$ cat config.mk
export PLATFORM = sky130hd
export DESIGN_NAME = alu_arbiter
export DESIGN_NICKNAME = d
export VERILOG_FILES = /design/src/rtl/alu_arbiter.sv
export SDC_FILE = /design/constraint.sdc
export NUM_CORES = 1
export LEC_CHECK = 0
export ABC_AREA = 1
export CAP_MARGIN = 20
export CORE_ASPECT_RATIO = 1.25
export CORE_MARGIN = 1
export CORE_UTILIZATION = 35
export CTS_CLUSTER_SIZE = 14
export DETAILED_ROUTE_END_ITERATION = 6
export PLACE_DENSITY = 0.71
export SKIP_LAST_GASP = 1
export SLEW_MARGIN = 30
export SYNTH_ARGS = -nofsm -noshare
export SYNTH_HDL_FRONTEND = slang
export SYNTH_SLANG_ARGS = --single-unit
export TNS_END_PERCENT = 100
$ cat constraint.sdc
create_clock -name clk_i -period 2.4 [get_ports clk_i]
set_input_delay 0.72 -clock clk_i [delete_from_list [all_inputs] [get_ports clk_i]]
set_output_delay 0.72 -clock clk_i [all_outputs]
set_load 0.05 [all_outputs]
$ cat src/rtl/alu_arbiter.sv
// alu_arbiter: shares one combinational ALU between the execute stage (port 0)
// and the branch-compare unit (port 1). Round-robin grant, registered issue
// stage driving the ALU, one-entry response buffer per port.
module alu_arbiter #(
    parameter int unsigned DATA_W = 32,
    parameter int unsigned CTRL_W = 4
) (
    input  logic              clk_i,
    input  logic              rst_i,
    // request port 0 (execute stage)
    input  logic              req0_valid_i,
    output logic              req0_ready_o,
    input  logic [CTRL_W-1:0] req0_ctrl_i,
    input  logic [DATA_W-1:0] req0_a_i,
    input  logic [DATA_W-1:0] req0_b_i,
    // request port 1 (branch compare)
    input  logic              req1_valid_i,
    output logic              req1_ready_o,
    input  logic [CTRL_W-1:0] req1_ctrl_i,
    input  logic [DATA_W-1:0] req1_a_i,
    input  logic [DATA_W-1:0] req1_b_i,
    // response port 0
    output logic              rsp0_valid_o,
    input  logic              rsp0_ready_i,
    output logic [DATA_W-1:0] rsp0_data_o,
    output logic              rsp0_zero_o,
    // response port 1
    output logic              rsp1_valid_o,
    input  logic              rsp1_ready_i,
    output logic [DATA_W-1:0] rsp1_data_o,
    output logic              rsp1_zero_o,
    // ALU interface
    output logic [CTRL_W-1:0] alu_ctrl_o,
    output logic [DATA_W-1:0] alu_data1_o,
    output logic [DATA_W-1:0] alu_data2_o,
    input  logic [DATA_W-1:0] alu_data_i,
    input  logic              alu_zero_i
);

    logic              r_stage_valid;
    logic              r_stage_owner;
    logic              r_last_grant;
    logic              r_rsp0_valid;
    logic              r_rsp1_valid;
    logic [DATA_W-1:0] r_rsp0_data;
    logic [DATA_W-1:0] r_rsp1_data;
    logic              r_rsp0_zero;
    logic              r_rsp1_zero;
    logic [CTRL_W-1:0] r_alu_ctrl;
    logic [DATA_W-1:0] r_alu_data1;
    logic [DATA_W-1:0] r_alu_data2;

    logic              w_elig0;
    logic              w_elig1;
    logic              w_cand0;
    logic              w_cand1;
    logic              w_gnt0;
    logic              w_gnt1;

    // Eligibility and round-robin grant; a port whose op is in flight or whose
    // buffer stays full this cycle cannot be granted, and nothing is granted in reset.
    always_comb begin
        w_elig0 = !(r_stage_valid && !r_stage_owner) && (!r_rsp0_valid || rsp0_ready_i);
        w_elig1 = !(r_stage_valid &&  r_stage_owner) && (!r_rsp1_valid || rsp1_ready_i);
        w_cand0 = rst_i && req0_valid_i && w_elig0;
        w_cand1 = rst_i && req1_valid_i && w_elig1;
        w_gnt0  = w_cand0 && (!w_cand1 || r_last_grant);
        w_gnt1  = w_cand1 && (!w_cand0 || !r_last_grant);
    end

    // Issue stage, grant history and per-port response buffers.
    always_ff @(posedge clk_i or negedge rst_i) begin
        if (!rst_i) begin
            r_stage_valid <= 1'b0;
            r_stage_owner <= 1'b0;
            r_last_grant  <= 1'b1;
            r_alu_ctrl    <= '0;
            r_alu_data1   <= '0;
            r_alu_data2   <= '0;
            r_rsp0_valid  <= 1'b0;
            r_rsp1_valid  <= 1'b0;
            r_rsp0_data   <= '0;
            r_rsp1_data   <= '0;
            r_rsp0_zero   <= 1'b0;
            r_rsp1_zero   <= 1'b0;
        end else begin
            r_stage_valid <= w_gnt0 || w_gnt1;
            if (w_gnt0) begin
                r_stage_owner <= 1'b0;
                r_last_grant  <= 1'b0;
                r_alu_ctrl    <= req0_ctrl_i;
                r_alu_data1   <= req0_a_i;
                r_alu_data2   <= req0_b_i;
            end else if (w_gnt1) begin
                r_stage_owner <= 1'b1;
                r_last_grant  <= 1'b1;
                r_alu_ctrl    <= req1_ctrl_i;
                r_alu_data1   <= req1_a_i;
                r_alu_data2   <= req1_b_i;
            end

            // A reload at the pop edge keeps valid high with the new result.
            if (r_stage_valid && !r_stage_owner) begin
                r_rsp0_valid <= 1'b1;
                r_rsp0_data  <= alu_data_i;
                r_rsp0_zero  <= alu_zero_i;
            end else if (r_rsp0_valid && rsp0_ready_i) begin
                r_rsp0_valid <= 1'b0;
            end

            if (r_stage_valid && r_stage_owner) begin
                r_rsp1_valid <= 1'b1;
                r_rsp1_data  <= alu_data_i;
                r_rsp1_zero  <= alu_zero_i;
            end else if (r_rsp1_valid && rsp1_ready_i) begin
                r_rsp1_valid <= 1'b0;
            end
        end
    end

    assign req0_ready_o = w_gnt0;
    assign req1_ready_o = w_gnt1;
    assign rsp0_valid_o = r_rsp0_valid;
    assign rsp1_valid_o = r_rsp1_valid;
    assign rsp0_data_o  = r_rsp0_data;
    assign rsp1_data_o  = r_rsp1_data;
    assign rsp0_zero_o  = r_rsp0_zero;
    assign rsp1_zero_o  = r_rsp1_zero;
    assign alu_ctrl_o   = r_alu_ctrl;
    assign alu_data1_o  = r_alu_data1;
    assign alu_data2_o  = r_alu_data2;

endmodule

# After elaboration in Yosys (flattened, before gate mapping)
# Cells that the tools add are included.
[classes]
reduce_logical = 28
n_mux = 12
[ops]
columns = ["op", "count"]
rows = [
  ["$mux 32", 4],
  ["$logic_and 1x1->1", 12],
  ["$logic_not 1->1", 8],
  ["$mux 4", 2],
  ["$mux 1", 6],
  ["$reduce_bool 2->1", 3],
  ["$logic_or 1x1->1", 5],
]
[totals]
ff_bits = 139
word_cells = 52

# Logic depth before layout (Yosys ltp)
[depth]
depth_word = 10
mapped_depth = 9
depth_no_buf = 7

# Worst setup path before layout
# OpenSTA, ideal clock, no wires.
[synth_path]
kind = "input to output"
from = "input port rsp1_ready_i"
to = "output port req1_ready_o"
path_buffers = 2
t_required_ns = 1.680
slack_ns = -0.384
arrival_ns = 2.064
cell_stages = 6
cell_sequence = "inv_1 -> nand2_1 -> nand3_1 -> buf_2 -> buf_2 -> o21ai_1"
[synth_between]
elab_chain_cells = 4
[synth_lines]
columns = ["element", "line", "text"]
rows = [
  ["start: declaration", "29", "input logic rsp1_ready_i,"],
  ["$logic_or 1x1->1", "64", "w_elig1 = !(r_stage_valid && r_stage_owner) && (!r_rsp1_valid || rsp1_ready_i);"],
  ["$logic_and 1x1->1", "64", ""],
  ["$logic_and 1x1->1", "66", "w_cand1 = rst_i && req1_valid_i && w_elig1;"],
  ["$logic_and 1x1->1", "68", "w_gnt1 = w_cand1 && (!w_cand0 || !r_last_grant);"],
  ["end: declaration", "18", "output logic req1_ready_o,"],
]
# Every way passes these cells.

# Worst setup path after layout
[layout_path]
from = "register r_alu_data2[3] (netlist: alu_data2_o[3])"
to = "output port alu_data2_o[3]"
[layout_rtl]
columns = ["element", "line", "text"]
rows = [
  ["start: declaration", "51", "logic [DATA_W-1:0] r_alu_data2;"],
  ["start signal: assignment", "93", "r_alu_data2 <= req0_b_i;"],
  ["start signal: assignment", "99", "r_alu_data2 <= req1_b_i;"],
  ["end: declaration", "35", "output logic [DATA_W-1:0] alu_data2_o,"],
]
# No word-level cell between the ends.

==> metrics.txt <==
# TYPE chip_impl_metric gauge
chip_impl_metric{name="max_freq",unit="MHz"} 423
chip_impl_metric{name="floorplan.die_area",unit="um2"} 18700
chip_impl_metric{name="max_transition_margin",unit=""} 0.487
chip_impl_metric{name="sequential_to_total_area_share_from_yosys_stat",unit=""} 0.548
chip_impl_metric{name="grtUsageTotal",unit=""} 0.222
chip_impl_metric{name="antenna_left",unit=""} 0
chip_impl_metric{name="syn_area_per_cell",unit="um2"} 8.02
chip_impl_metric{name="cellLeakagePower",unit="nW"} 4.94
chip_impl_metric{name="flow.area_growth_from_synthesis",unit="%"} 62.3
chip_impl_metric{name="grt_start_max_net_pins",unit=""} 135
chip_impl_metric{name="layout-drive-gt1-share",unit=""} 0.0646
chip_impl_metric{name="num_antenna_cells",unit=""} 0
chip_impl_metric{name="p_per_area",unit="nW/um2"} 1410
chip_impl_metric{name="final_util",unit=""} 0.585
chip_impl_metric{name="layout.area.seq",unit="um2"} 3480
chip_impl_metric{name="place_ws",unit="ps"} -270
chip_impl_info{name="worstSetupEndpointType",value="output pin"} 1
chip_impl_metric{name="clock-sinks",unit=""} 139
chip_impl_metric{name="post-route-period-util",unit=""} 0.984
chip_impl_metric{name="min_clock_period_post_route",unit="ps"} 2360
chip_impl_metric{name="design_power_total",unit="mW"} 14.6
chip_impl_metric{name="avgViaCountPerCell",unit=""} 4.82
chip_impl_metric{name="syn_nets",unit=""} 967
chip_impl_metric{name="grt_pass1_wl",unit="mm"} 32.1
chip_impl_metric{name="final-setup-viol-count",unit=""} 0
chip_impl_metric{name="antenna_found_initial",unit=""} 1
chip_impl_metric{name="tritoncts.num_buffers",unit=""} 17
chip_impl_metric{name="mappedNetlistArea",unit="um2"} 6350
chip_impl_info{name="clk_root_buffer_cell",value="sky130_fd_sc_hd__clkbuf_16"} 1
chip_impl_metric{name="dp_hpwl",unit="mm"} 13.7
chip_impl_metric{name="crit_path_max_incr_delay",unit="ps"} 840
chip_impl_info{name="grt_setup_unrepaired",value="no"} 1
chip_impl_metric{name="final_nets",unit=""} 1261
chip_impl_metric{name="avgRoutedWirePerCell",unit="um"} 15.4
chip_impl_metric{name="arrival_time_worst_endpoint",unit="ps"} 1640
chip_impl_metric{name="final.setup.worst_slack",unit="ps"} 37.7
chip_impl_metric{name="fillerInstances",unit=""} 1591
chip_impl_metric{name="grt_pass1_vias",unit=""} 6210
chip_impl_metric{name="drt_iter0_markers",unit=""} 361
chip_impl_metric{name="drc",unit=""} 0
chip_impl_info{name="critPathTopFamily",value="buffers and inverters"} 1
chip_impl_metric{name="core_area",unit="um2"} 17600
chip_impl_info{name="outcome",value="finished, final reports clean"} 1
chip_impl_metric{name="cp_num_buf_inv",unit=""} 1
chip_impl_info{name="critical_path_class",value="reg -> out"} 1
chip_impl_metric{name="multi_input_area",unit="um2"} 2250
chip_impl_info{name="critical_path.startpoint_type",value="flop"} 1
chip_impl_metric{name="yosys_warnings",unit=""} 0
chip_impl_metric{name="h-tree-depth",unit=""} 4
chip_impl_metric{name="io_buffer_count",unit=""} 312
chip_impl_metric{name="ys_seq_elements",unit=""} 139
chip_impl_metric{name="max-vdd-ir-drop",unit="mV"} 0.662
chip_impl_info{name="tritoncts_clock_tree",value="yes"} 1
chip_impl_metric{name="route.vias.total",unit=""} 6383
chip_impl_metric{name="final_routed_wirelength",unit="mm"} 20.4
chip_impl_metric{name="cts_buffer_depth",unit=""} 2
chip_impl_metric{name="initial_core_util",unit=""} 0.360
chip_impl_metric{name="die_y",unit="um"} 153
chip_impl_metric{name="worst_ep_required_time",unit="ps"} 1680
chip_impl_metric{name="final_hold_viol_count",unit=""} 0
chip_impl_metric{name="critical_path_peak_fanout",unit=""} 2
chip_impl_metric{name="first_pass_iters",unit=""} 5
chip_impl_info{name="hp-class",value="in -> async"} 1
chip_impl_metric{name="clkSlewWorstSetupHoldPaths",unit="ps"} 60
chip_impl_metric{name="final.setup.tns",unit="ps"} 0
chip_impl_metric{name="ioPinCount",unit=""} 313
chip_impl_info{name="worst_path_max_delay_cell",value="sky130_fd_sc_hd__clkdlybuf4s50_1"} 1
chip_impl_metric{name="insertion_delay",unit="ps"} 420
chip_impl_metric{name="max_cap_violations",unit=""} 0
chip_impl_metric{name="grt_overflow",unit=""} 0
chip_impl_metric{name="fp.dieW",unit="um"} 122
chip_impl_metric{name="finClkSkew",unit="ps"} 11.7
chip_impl_metric{name="gpl.final_weighted_congestion",unit=""} 0.771
chip_impl_metric{name="tightestPinTransition",unit="ps"} 769
chip_impl_metric{name="row_count",unit=""} 54
chip_impl_metric{name="final_count_of_pins_violating_max_slew",unit=""} 0
chip_impl_info{name="cp_cell_sequence",value="clkdlybuf4s50_1"} 1
chip_impl_metric{name="timing.hold.ws",unit="ps"} 105
chip_impl_metric{name="synth_cells",unit=""} 792
chip_impl_metric{name="post_synth_num_cell_types",unit=""} 18
==> logic make-up (layout without fill, tap and decap cells) <==
| family | count (synthesis) | after routing | share of synthesized area |
|---|---|---|---|
| and+or+nand+nor | 420 | 420 | 0.294 |
| AOI/OAI and AO/OA | 69 | 69 | 0.0548 |
| DFF | 139 | 139 | 0.548 |
| buffers and inverters | 164 | 471 | 0.103 |
==> power breakdown <==
part	internal, mW	switching (mW)	total (mW)
clock network	1.46	1.13	2.59
registers	3.39	0.590	3.98
logic	2.61	5.40	8.01
==> worst paths after layout <==
kind | startpoint | end | slack (ps) | cells after the start
max | alu_data2_o[3] | alu_data2_o[3] | 40 | 1
min | rst_i | rsp0_valid_o | 110 | 1
max reg2reg | r_stage_owner | alu_data2_o[29] | 460 | 7
min reg2reg | rsp0_data_o[23] | rsp0_data_o[23] | 480 | 2
max in group asynchronous | rst_i | alu_ctrl_o[0] | 1400 | 2
min in group clk_i | rsp0_data_o[23] | rsp0_data_o[23] | 480 | 2
==> final cells by class <==
class	instances	share of cell area
sequential	139	0.338
multi-input combinational	489	0.219
inverter	107	0.0390
clock inverter	15	0.0146
timing repair buffer	332	0.322
clock buffer	17	0.0413
tap	224	0.0272
==> placed cells by master (no fill, tap or decap), drive strengths merged <==
master / count
nor2: 69
buf: 24
clkbuf: 17
nand2: 144
o21ai: 68
a22oi: 1
nand3: 205
dlymetal6s2s: 3
inv: 116
nand4: 2
bufinv: 1
dfrtp: 138
clkdlybuf4s50: 299
clkinv: 2
clkinvlp: 3
dfstp: 1
dlygate4sd2: 6
==> through the flow <==
| step | instance area [um2] | std cells |
|---|---|---|
| 2_1_floorplan | 6360 | 792 |
| 3_3_place_gp | 9660 | 1285 |
| 3_5_place_dp | 9660 | 1285 |
| 4_1_cts | 10300 | 1323 |
| 5_1_grt | 10300 | 1323 |
| 6_report | 10300 | 1323 |
==> cell usage after synthesis <==
| master | instances | share of area |
|---|---|---|
| sky130_fd_sc_hd__a22oi_1 | 1 | 0.0012 |
| sky130_fd_sc_hd__buf_1 | 5 | 0.0030 |
| sky130_fd_sc_hd__buf_2 | 21 | 0.017 |
| sky130_fd_sc_hd__buf_6 | 2 | 0.0035 |
| sky130_fd_sc_hd__clkbuf_1 | 29 | 0.017 |
| sky130_fd_sc_hd__dfrtp_1 | 138 | 0.54 |
| sky130_fd_sc_hd__dfstp_2 | 1 | 0.0041 |
| sky130_fd_sc_hd__inv_1 | 104 | 0.061 |
| sky130_fd_sc_hd__inv_2 | 3 | 0.0018 |
| sky130_fd_sc_hd__nand2_1 | 142 | 0.084 |
| sky130_fd_sc_hd__nand2_2 | 2 | 0.0020 |
| sky130_fd_sc_hd__nand3_1 | 205 | 0.16 |
| sky130_fd_sc_hd__nand4_1 | 1 | 0.00099 |
| sky130_fd_sc_hd__nand4_4 | 1 | 0.0033 |
| sky130_fd_sc_hd__nor2_1 | 68 | 0.040 |
| sky130_fd_sc_hd__nor2_4 | 1 | 0.0018 |
| sky130_fd_sc_hd__o21ai_0 | 67 | 0.053 |
| sky130_fd_sc_hd__o21ai_1 | 1 | 0.00079 |
==> routing by layer <==
layer,global-route usage,up-vias,wire (um)
met5,0,-,11
met4,0.0796,2,463
met3,0.0760,35,1930
met2,0.371,300,9900
met1,0.261,2931,8130
li1,-,3115,-
==> flip-flops by register name (all words and copies together) (netlist names) <==
register,count
alu_data1_o,32
rsp0_zero_o,1
rsp0_data_o,32
alu_ctrl_o,4
r_stage_valid,1
alu_data2_o,32
rsp1_zero_o,1
rsp1_valid_o,1
rsp0_valid_o,1
r_last_grant,1
r_stage_owner,1
rsp1_data_o,32
==> repair_timing <==
item,4_1_cts,5_1_grt
gates resized for setup,14,3
hold buffers,0,0
pin swaps,5,0
setup buffers,6,0
setup endpoints to repair,4,3
No activity file was read; power rests on OpenSTA's default activity.
